<file path="src/rtl/sif_fxp_mult.sv">
// sif_fxp_mult -- pipelined signed fixed-point multiplier with a joined
// two-operand handshake and a ready/valid product output.
//
// The full 2*WIDTH product is optionally rounded half-up, shifted right by
// FRAC, then saturated or wrapped to WIDTH bits. The result passes through
// LATENCY register stages. The whole pipe moves together on en.
//
// Ports
//   clk, rst              clock, asynchronous active-high reset
//   A_vld/A_dat/A_rdy     operand A handshake
//   B_vld/B_dat/B_rdy     operand B handshake; A and B are consumed together
//   P_vld/P_dat/P_rdy     product handshake (registered outputs)
//   P_ovf                 overflow flag for the current P_dat
//   ovf_sticky, ovf_clr   overflow-seen flag and its synchronous clear
module sif_fxp_mult #(
    parameter int WIDTH    = 16,
    parameter int FRAC     = 8,
    parameter int LATENCY  = 3,
    parameter int ROUND    = 1,
    parameter int SATURATE = 1
) (
    input  logic             clk,
    input  logic             rst,
    input  logic             A_vld,
    input  logic [WIDTH-1:0] A_dat,
    output logic             A_rdy,
    input  logic             B_vld,
    input  logic [WIDTH-1:0] B_dat,
    output logic             B_rdy,
    output logic             P_vld,
    output logic [WIDTH-1:0] P_dat,
    input  logic             P_rdy,
    output logic             P_ovf,
    output logic             ovf_sticky,
    input  logic             ovf_clr
);

    generate
        if (WIDTH < 8 || WIDTH > 32) begin : g_bad_width
            $error("sif_fxp_mult: WIDTH must be 8..32");
        end
        if (FRAC < 0 || FRAC > WIDTH - 1) begin : g_bad_frac
            $error("sif_fxp_mult: FRAC must be 0..WIDTH-1");
        end
        if (LATENCY < 1 || LATENCY > 6) begin : g_bad_lat
            $error("sif_fxp_mult: LATENCY must be 1..6");
        end
        if (ROUND < 0 || ROUND > 1) begin : g_bad_round
            $error("sif_fxp_mult: ROUND must be 0 or 1");
        end
        if (SATURATE < 0 || SATURATE > 1) begin : g_bad_sat
            $error("sif_fxp_mult: SATURATE must be 0 or 1");
        end
    endgenerate

    localparam int PW  = 2 * WIDTH + 1;   // product plus one guard bit for the rounding add
    localparam int RSH = (FRAC > 0) ? FRAC - 1 : 0;
    localparam logic [PW-1:0] C_RND = (ROUND != 0 && FRAC > 0) ? (PW'(1) << RSH) : '0;
    localparam logic [WIDTH-1:0] C_MAX = {1'b0, {(WIDTH-1){1'b1}}};
    localparam logic [WIDTH-1:0] C_MIN = {1'b1, {(WIDTH-1){1'b0}}};

    logic [LATENCY:1]  r_vld;
    logic [WIDTH-1:0]  r_dat [1:LATENCY];
    logic [LATENCY:1]  r_ovf;
    logic              r_sticky;

    logic              w_en;
    logic              w_acc;
    logic signed [2*WIDTH-1:0] w_prod;
    logic signed [PW-1:0]      w_rnd;
    logic signed [PW-1:0]      w_shr;
    logic              w_ovf;
    logic [WIDTH-1:0]  w_res;
    logic              w_set;

    // Reset forces en low so neither ready can rise while rst is held.
    assign w_en  = !rst && (!r_vld[LATENCY] || P_rdy);
    assign w_acc = A_vld && B_vld && w_en;
    assign A_rdy = w_en && B_vld;
    assign B_rdy = w_en && A_vld;

    assign w_prod = $signed(A_dat) * $signed(B_dat);
    assign w_rnd  = $signed({w_prod[2*WIDTH-1], w_prod}) + $signed(C_RND);
    assign w_shr  = w_rnd >>> FRAC;
    // In range only if every bit from WIDTH-1 upward matches the sign.
    assign w_ovf  = (w_shr[PW-1:WIDTH-1] != {(WIDTH+2){w_shr[PW-1]}});

    always_comb begin
        w_res = w_shr[WIDTH-1:0];
        if (w_ovf && SATURATE != 0)
            w_res = w_shr[PW-1] ? C_MIN : C_MAX;
    end

    // Data stages load on every enabled edge; bubbles carry don't-care data
    // that is never exposed because its valid bit is 0.
    always_ff @(posedge clk or posedge rst) begin
        if (rst) begin
            r_vld <= '0;
            r_ovf <= '0;
            for (int i = 1; i <= LATENCY; i++) r_dat[i] <= '0;
        end else if (w_en) begin
            r_vld[1] <= w_acc;
            r_dat[1] <= w_res;
            r_ovf[1] <= w_ovf;
            for (int i = 2; i <= LATENCY; i++) begin
                r_vld[i] <= r_vld[i-1];
                r_dat[i] <= r_dat[i-1];
                r_ovf[i] <= r_ovf[i-1];
            end
        end
    end

    // A new overflow transfer beats a coincident clear.
    assign w_set = r_vld[LATENCY] && P_rdy && r_ovf[LATENCY];

    always_ff @(posedge clk or posedge rst) begin
        if (rst)          r_sticky <= 1'b0;
        else if (w_set)   r_sticky <= 1'b1;
        else if (ovf_clr) r_sticky <= 1'b0;
    end

    assign P_vld      = r_vld[LATENCY];
    assign P_dat      = r_dat[LATENCY];
    assign P_ovf      = r_ovf[LATENCY];
    assign ovf_sticky = r_sticky;

endmodule

</file>
<file path="config.mk">
export PLATFORM = sky130hd
export DESIGN_NAME = sif_fxp_mult
export DESIGN_NICKNAME = d
export VERILOG_FILES = /design/src/rtl/sif_fxp_mult.sv
export SDC_FILE = /design/constraint.sdc
export NUM_CORES = 1
export LEC_CHECK = 0
export ABC_AREA = 0
export CORE_MARGIN = 4
export CORE_UTILIZATION = 36
export CTS_CLUSTER_DIAMETER = 30
export DETAILED_ROUTE_END_ITERATION = 12
export GPL_ROUTABILITY_DRIVEN = 0
export SYNTH_ARGS = -nofsm -noshare
export SYNTH_HDL_FRONTEND = slang
export SYNTH_SLANG_ARGS = --single-unit
</file>
<file path="constraint.sdc">
create_clock -name clk -period 1.85 [get_ports clk]
set_input_delay 0.37 -clock clk [delete_from_list [all_inputs] [get_ports clk]]
set_output_delay 0.37 -clock clk [all_outputs]
set_load 0.05 [all_outputs]
</file>
**Yosys cells after proc, flatten, opt, wreduce, memory -nomap -nowiden**

Cells that the tools add are included.

- Bits of input ports: 38
- Word-level logic and storage cells: 24
- Output and inout bits: 21
- Flip-flop bits (word level): 55

- Add/subtract/negate cells: 1
- Equality and inequality tests: 1
- Muxes and demuxes: 4
- Reductions and logical operators: 11
- $mul: 1

Operators with widths:

| operator | number |
|---|---|
| adder 32 x 9 -> 33 bit (second input constant) | 1 |
| multiplier 16 x 16 -> 32 bit | 1 |
| 2-to-1 mux 16 bit | 2 |
| != test 9 bit | 1 |
| logical AND 1 bit | 7 |
| logical NOT 1 bit | 2 |
| 2-to-1 mux 1 bit | 2 |
| nonzero test 2 bit | 1 |
| logical OR 1 bit | 1 |

**Depth between registers and ports, before layout**

Gate-level depths: netlist of run 1.

- Depth in word-level cells: 4
- Mapped depth: 27
- Depth with buffers taken out: 24

**Worst setup path after synthesis of run 1**

OpenSTA, ideal clock, no wires.

- Kind: input to register
- Start point: input port B_dat[1]
- End point: register r_dat[34] (netlist name)
- Path buffers: 2
- Stages: 25
- Required time: 1.719 ns
- Data arrival time: 6.667 ns
- Library setup time: 0.131 ns
- Path slack: -4.948 ns
- Cells stage by stage: clkbuf_1 nand2_1 inv_1 fa_1 inv_1 fa_1 inv_1 fa_1 fa_1 fa_1 inv_1 fa_1 inv_1 ha_1 a21o_1 a21o_1 a21oi_2 nor2b_1 xor2_1 nand4_1 a2111oi_2 nand4_1 a21oi_2 buf_4 o22ai_2

- Cells in the longest elaborated chain, start to end: 4
- Elaborated cells between the ends (all ways): 5
- Classes of those cells: 1 x add/sub; 1 x mul; 1 x eq/ne; 2 x mux

Ends and longest elaborated chain:

| element | line | text |
|---|---|---|
| from (decl) | 28 | `input logic [WIDTH-1:0] B_dat,` |
| multiplier 16 x 16 -> 32 bit * | 82 | `assign w_prod = $signed(A_dat) * $signed(B_dat);` |
| adder 32 x 9 -> 33 bit * | 83 | `assign w_rnd = $signed({w_prod[2*WIDTH-1], w_prod}) + $signed(C_RND);` |
| != test 9 bit or 2-to-1 mux 16 bit (tied branches) | 86, 91 |  |
| 2-to-1 mux 16 bit * | 90 | `if (w_ovf && SATURATE != 0)` |
| to (signal, indexed assignment) | 107 | `r_dat[i] <= r_dat[i-1];` |
| to (decl) | 63 | `logic [WIDTH-1:0] r_dat [1:LATENCY];` |

Mark *: on every way between the ends. The rest lies on a longest branch, timed or not.
A chain may end at the register's enable or synchronous reset.

**Worst setup path after layout of run 1**

- Start point: input port A_dat[15]
- End point: register r_dat[36] (netlist name)

- Cells in the longest elaborated chain, start to end: 4
- Elaborated cells between the ends (all ways): 5
- Classes of those cells: 1 x add/sub; 1 x mul; 1 x eq/ne; 2 x mux

Ends and longest elaborated chain:

| element | line | text |
|---|---|---|
| from (decl) | 25 | `input logic [WIDTH-1:0] A_dat,` |
| multiplier 16 x 16 -> 32 bit * | 82 |  |
| adder 32 x 9 -> 33 bit * | 83 |  |
| != test 9 bit or 2-to-1 mux 16 bit (tied branches) | 86, 91 |  |
| 2-to-1 mux 16 bit * | 90 |  |

Marked as above.

==> results of run 1 <==
==> stage by stage <==
step                setup slack, ns  instances  TNS [ns]
floorplan                     -4.44       1420    -73.02
global placement              -5.18       2050    -86.72
detailed placement            -5.28       2050    -88.59
CTS                           -4.63       2111    -77.55
global route                  -4.84       2125    -81.22
finish                        -4.64       2125    -77.72
==> final cells by class <==
cell class	instances	area, um^2	area share
multi-input combinational	990	10400	0.632
timing repair buffer	311	2830	0.171
sequential	55	1380	0.0835
clock inverter	3	15.0	0.000910
inverter	306	1160	0.0701
clock buffer	5	125	0.00758
tap	455	569	0.0345
==> registers in the layout, summed over array words and instances, names as in the netlist <==
name	cells
r_dat	32
ovf_sticky	1
r_vld	3
P_dat	16
r_ovf	3
==> logic make-up after synthesis <==
family	count (synthesis)	share of synthesized area
XOR/XNOR	32	0.0220
AND/OR/NAND/NOR	476	0.178
buffers and inverters	375	0.116
adder cells (fa/ha/maj)	345	0.495
AO/OA/AOI/OAI	135	0.0788
multiplexers	2	0.00196
flip-flops	55	0.108
==> what timing repair did <==
| item | CTS | global route |
|---|---|---|
| resized for setup | 135 | 74 |
| cloned | 4 | 1 |
| setup buffers | 49 | 14 |
| pin swaps | 41 | 41 |
| endpoints found under the setup margin | 18 | 19 |
==> cells in the final DEF, fill, tap and decap left out, types with 5 or more instances in the layout <==
master           instances
clkdlybuf4s50_1          7
buf_4                  231
a21oi_1                 18
buf_2                    8
dlygate4sd2_1            6
fa_1                   239
dfrtp_1                 54
nand2_1                248
fa_2                    28
buf_6                   12
nor2_1                  39
and2_4                  12
o21ai_2                  7
a21oi_2                 10
o21a_1                   5
clkbuf_2                10
clkbuf_16                6
nor3_1                  10
ha_1                    64
ha_4                    14
nand2b_1                 5
o21ai_1                 10
inv_1                  291
inv_2                   12
xnor2_1                 22
a21o_1                   9
nand4_1                  7
xor2_1                  10
buf_12                  26
o21ai_0                 23
nand3_1                 11
o22ai_2                 12
and2_1                 106
==> layer usage <==
| layer | vias up | global-route usage | wire length [um] |
|---|---|---|---|
| li1 | 4733 | - | - |
| met1 | 5147 | 0.224 | 13200 |
| met2 | 173 | 0.309 | 16600 |
| met3 | 38 | 0.0168 | 1270 |
| met4 | 0 | 0.0295 | 516 |
| met5 | - | 0 | 0 |
==> worst max path at each step <==
stage | slack (ns) | to
detailed placement | -5.28 | r_dat[34]$_DFFE_PP0P_
CTS | -4.63 | r_ovf[1]$_DFFE_PP0P_
global route | -4.84 | r_dat[36]$_DFFE_PP0P_
finish | -4.64 | r_dat[36]$_DFFE_PP0P_
floorplan | -4.44 | r_ovf[1]$_DFFE_PP0P_
global placement | -5.18 | r_ovf[1]$_DFFE_PP0P_
==> critical path, cell delays in order <==
cell	delay, ns
buf_8	0.10
buf_6	0.12
nand2_4	0.07
inv_4	0.04
fa_2	0.60
inv_2	0.06
fa_2	0.50
fa_1	0.55
inv_1	0.05
fa_1	0.46
fa_1	0.56
inv_2	0.04
fa_1	0.49
inv_2	0.05
ha_4	0.26
nand4_1	0.15
or3_4	0.46
a2bb2oi_4	0.18
buf_6	0.13
o211ai_1	0.26
nor3_4	0.10
buf_12	0.14
a2111oi_4	0.20
nand4_1	0.19
a21oi_4	0.25
clkbuf_16	0.20
o22ai_2	0.08
==> metrics.txt, run 1 <==
# rows=68; Main synth FF type=dfrtp_1; max-cap violations=0; gr usage total=0.170; CTS Buf Count=5; fmax=154 MHz; final setup vio count=17; Layout fillers=3262; R2R setup slack=0.41 ns; core area=34700 um^2; register area share after synthesis=0.108; Synth Area per Inst=8.99 um^2; Worst Max-Slew Pin Slew=0.429 ns; I/O Buffers=58; Initial Util=0.368; Slew HR=0.713; Synth Cell Area=12800 um^2; routed len/inst=14.8 um; Core Util, Final=0.475; crit path kind=in2reg; Sink Count=55; Setup crit end kind=flip-flop; final WL=31500 um; area post-placement=15300 um^2; global-route wire length before repair=54500 um; largest net degree at the start of global routing=51; RR Startpoint=r_vld[3]$_DFFE_PP0P_; count of cell types in the netlist=66; Clk Latency, worst-skew pair=0.29 ns; Reg clk slew, reported paths=0.07 ns; via count=10100; I/O Pins=59; worst flop-to-flop path endpoint=r_dat[43]$_DFFE_PP0P_; Synth top area share=0.419; Final Critical Period=6.49 ns; nets=2052; vias in the first global route=11200; Final Hold Fails=0; peak fanout along the critical path=6; die height=196 um; hold buffers post-CTS=0; Post-synth ARST share=1.00; CTS Buffer Depth=2; initial antenna violation count=0; die width=196 um; Final WS setup=-4.64 ns; RSZ-0062 raised after global routing=true; die area=38500 um^2; Worst Setup Start Kind=input pin; synth top area cells=fa_1 (42%), dfrtp_1 (11%), inv_1 (9.0%); most instantiated cells after synthesis=inv_1 (306), fa_1 (267), nand2_1 (256), and2_1 (119), ha_1 (78); Mapped Cells=1420; Tcrit/Tclk final=3.51; initial drt markers=468; CP Launch Point=A_dat[15]; Seq cells post-synth=55; required time of the critical path=2.02 ns; Fin Hold WS=0.400 ns; gr ovfl total=0; CTS root buffer=clkbuf_16; count leader, synth=inv_1; vias per cell=4.75; warnings from Yosys=0; Post-synth EDFFs=0; CTS tree=built; worst hold path class=in2async; status=complete, but fails checks; post-route cell area=16500 um^2; DRC errors left=0; Worst Skew=0.00605 ns; Slew Viols, Final=0; H-Tree Depth=2; cell type with the largest total area after synthesis=fa_1; DR pass1 iterations=5; DP HPWL=25600 um; Syn Nets=1803; CP arrival=6.65 ns; # diodes=0; FF-to-FF path depth=6; Layout area overhead=29.3%; share of cells above drive strength 1=0.271; Final ANT Viol Nets=0; failing checks=negative setup slack
Power of run 1 is left out: the tool's default activity adds up to more than one toggle a clock period on the data nets, which glitch-free logic cannot reach.
==> run 2: changes to the inputs <==
--- a/config.mk
+++ b/config.mk
@@ -5,7 +5,7 @@
 export SDC_FILE = /design/constraint.sdc
 export NUM_CORES = 1
 export LEC_CHECK = 0
-export ABC_AREA = 0
+export ABC_AREA = 1
 export CORE_MARGIN = 4
 export CORE_UTILIZATION = 36
 export CTS_CLUSTER_DIAMETER = 30
==> run 2 against run 1 <==
Against the previous run: the flow still finishes with violations (negative setup slack); via count rose by 13%; cell area rose by 8.7%; sequential cell count did not move; first-iteration DRC count rose by 50%; clock skew barely moved; global-route usage rose by 0.47 points; synthesized area rose by 4.4%; critical path depth rose by 6; synthesized cell count rose by 25%; maximum frequency rose by 9.3%; die area rose by 4.3%.
==> metrics.txt, run 2 <==
Largest Register=r_dat; warnings from Yosys=0; Synth Area per Inst=7.53 um^2; DRC errors left=0; hold buffers post-CTS=0; Slew HR=0.677; register area share after synthesis=0.103; Worst Setup Start Kind=input pin; Post-synth ARST share=1.00; FF/Latch Area=1380 um^2; most frequent cells in the layout=nand2_1 (476), inv_1 (446), fa_1 (240); final WL=35100 um; CTS tree=built; setup tns final=-68.70 ns; DP HPWL=26900 um; Synth Cell Area=13300 um^2; area of the multi-input gates=10800 um^2; Tcrit/Tclk final=3.21; worst flop-to-flop path endpoint=P_dat[9]$_DFFE_PP0P_; final setup vio count=17; Post-synth EDFFs=0; largest net degree at the start of global routing=54; Slowest cell on crit path=fa_2; Layout area overhead=34.6%; Main synth FF type=dfrtp_1; vias in the first global route=12200; Syn Nets=2152; Mapped Cells=1769; CTS Buf Count=5; Seq cells post-synth=55; FF-to-FF path depth=4; I/O Buffers=58; DR pass1 iterations=5; peak fanout along the critical path=8; Setup crit end kind=flip-flop; CP Launch Point=A_dat[15]; Initial Util=0.365; RSZ-0062 raised after global routing=true; gr usage total=0.175; synth top area cells=fa_1 (40%), nand2_1 (16%), inv_1 (14%); Sink Count=55; Most Frequent Cell on Critical Path=nand2_4; RR Startpoint=r_vld[3]$_DFFE_PP0P_; Clk Latency, worst-skew pair=0.29 ns; core area=36500 um^2; count leader, synth=nand2_1; placed cells=2374; Final Critical Period=5.93 ns; max-cap violations=0; fmax=169 MHz; CTS root buffer=clkbuf_16; CTS Buffer Depth=2; I/O Pins=59; Largest register FFs=32; Slew Viols, Final=0; cell type with the largest total area after synthesis=fa_1; Reg clk slew, reported paths=0.07 ns; crit path kind=in2reg; Synth top area share=0.401; routed len/inst=14.2 um; Final ANT Viol Nets=0; Layout Cells excl Fill=2472; most instantiated cells after synthesis=nand2_1 (552), inv_1 (496), fa_1 (267), ha_1 (78), clkbuf_1 (61); initial drt markers=704; H-Tree Depth=2; Final WS setup=-4.08 ns; Layout fillers=3379; global-route wire length before repair=58800 um; Final Hold Fails=0; required time of the critical path=2.04 ns; status=complete, but fails checks; via count=11400; die area=40200 um^2; R2R setup slack=0.54 ns; # rows=70; Worst Skew=0.00556 ns; nets=2386; worst hold path class=in2async; die width=200 um; vias per cell=4.63; dpl ws=-4.83 ns; initial antenna violation count=0; die height=200 um; count of cell types in the netlist=35; failing checks=negative setup slack; # diodes=0; CP arrival=6.12 ns; Critical Path Max Stage Delay=0.62 ns; Worst Max-Slew Pin Slew=0.484 ns; share of cells above drive strength 1=0.296; most common library cell in the layout ignoring fill and taps=nand2_1; gr ovfl total=0
==> run 2: critical path: cells and delay by family <==
kind | cells | cell delay [ns]
AO/OA/AOI/OAI | 1 | 0.15
adder cells (fa/ha/maj) | 7 | 3.44
buffers and inverters | 10 | 0.87
AND/OR/NAND/NOR | 15 | 1.21
==> run 2: worst max path at each step <==
| stage | endpoint | slack [ns] |
|---|---|---|
| 6_report | r_dat[36]$_DFFE_PP0P_ | -4.08 |
| 3_3_place_gp | r_dat[33]$_DFFE_PP0P_ | -4.82 |
| 2_1_floorplan | r_dat[32]$_DFFE_PP0P_ | -4.06 |
| 5_1_grt | r_dat[41]$_DFFE_PP0P_ | -4.31 |
| 4_1_cts | r_dat[42]$_DFFE_PP0P_ | -4.09 |
| 3_5_place_dp | r_dat[42]$_DFFE_PP0P_ | -4.83 |
==> run 2: metal layers <==
| metal | track usage | routed length, um | up-vias |
|---|---|---|---|
| li1 | - | - | 5447 |
| met4 | 0.0302 | 649 | 0 |
| met1 | 0.236 | 15300 | 5680 |
| met3 | 0.0189 | 1730 | 53 |
| met2 | 0.311 | 17400 | 258 |
| met5 | 0 | 0 | - |
==> run 2: cells by family (layout without fill, tap and decap cells) <==
group           count (synthesis)  after routing  share of synthesized area
fa+ha+maj                     345            345                      0.474
compound gates                 72             72                     0.0287
buf+inv                       595            829                      0.174
simple gates                  684            685                      0.208
xor+xnor                       18             18                     0.0118
flops                          55             55                      0.103
==> run 2: repair_timing <==
item	CTS	global route
gates cloned	9	4
gates resized for setup	249	176
setup buffers	53	27
pin swaps	123	95
endpoints found under the setup margin	17	17
==> run 2: cell type report <==
class	count	area share
inverters	510	0.108
flip-flops and latches	55	0.0768
repair buffers	311	0.174
multi-input cells	1120	0.601
well taps	468	0.0326
clock buffers	5	0.00698
clock inverters	3	0.00112
==> run 2: through the flow <==
step	utilization	instance area [um^2]	hold slack, ns
2_1_floorplan	-	13600	0.442
3_3_place_gp	0.432	15800	0.454
3_5_place_dp	0.432	15800	0.459
4_1_cts	0.471	17200	0.352
5_1_grt	0.491	17900	0.369
6_report	0.491	17900	0.350
Power of run 2 is left out for the same reason.
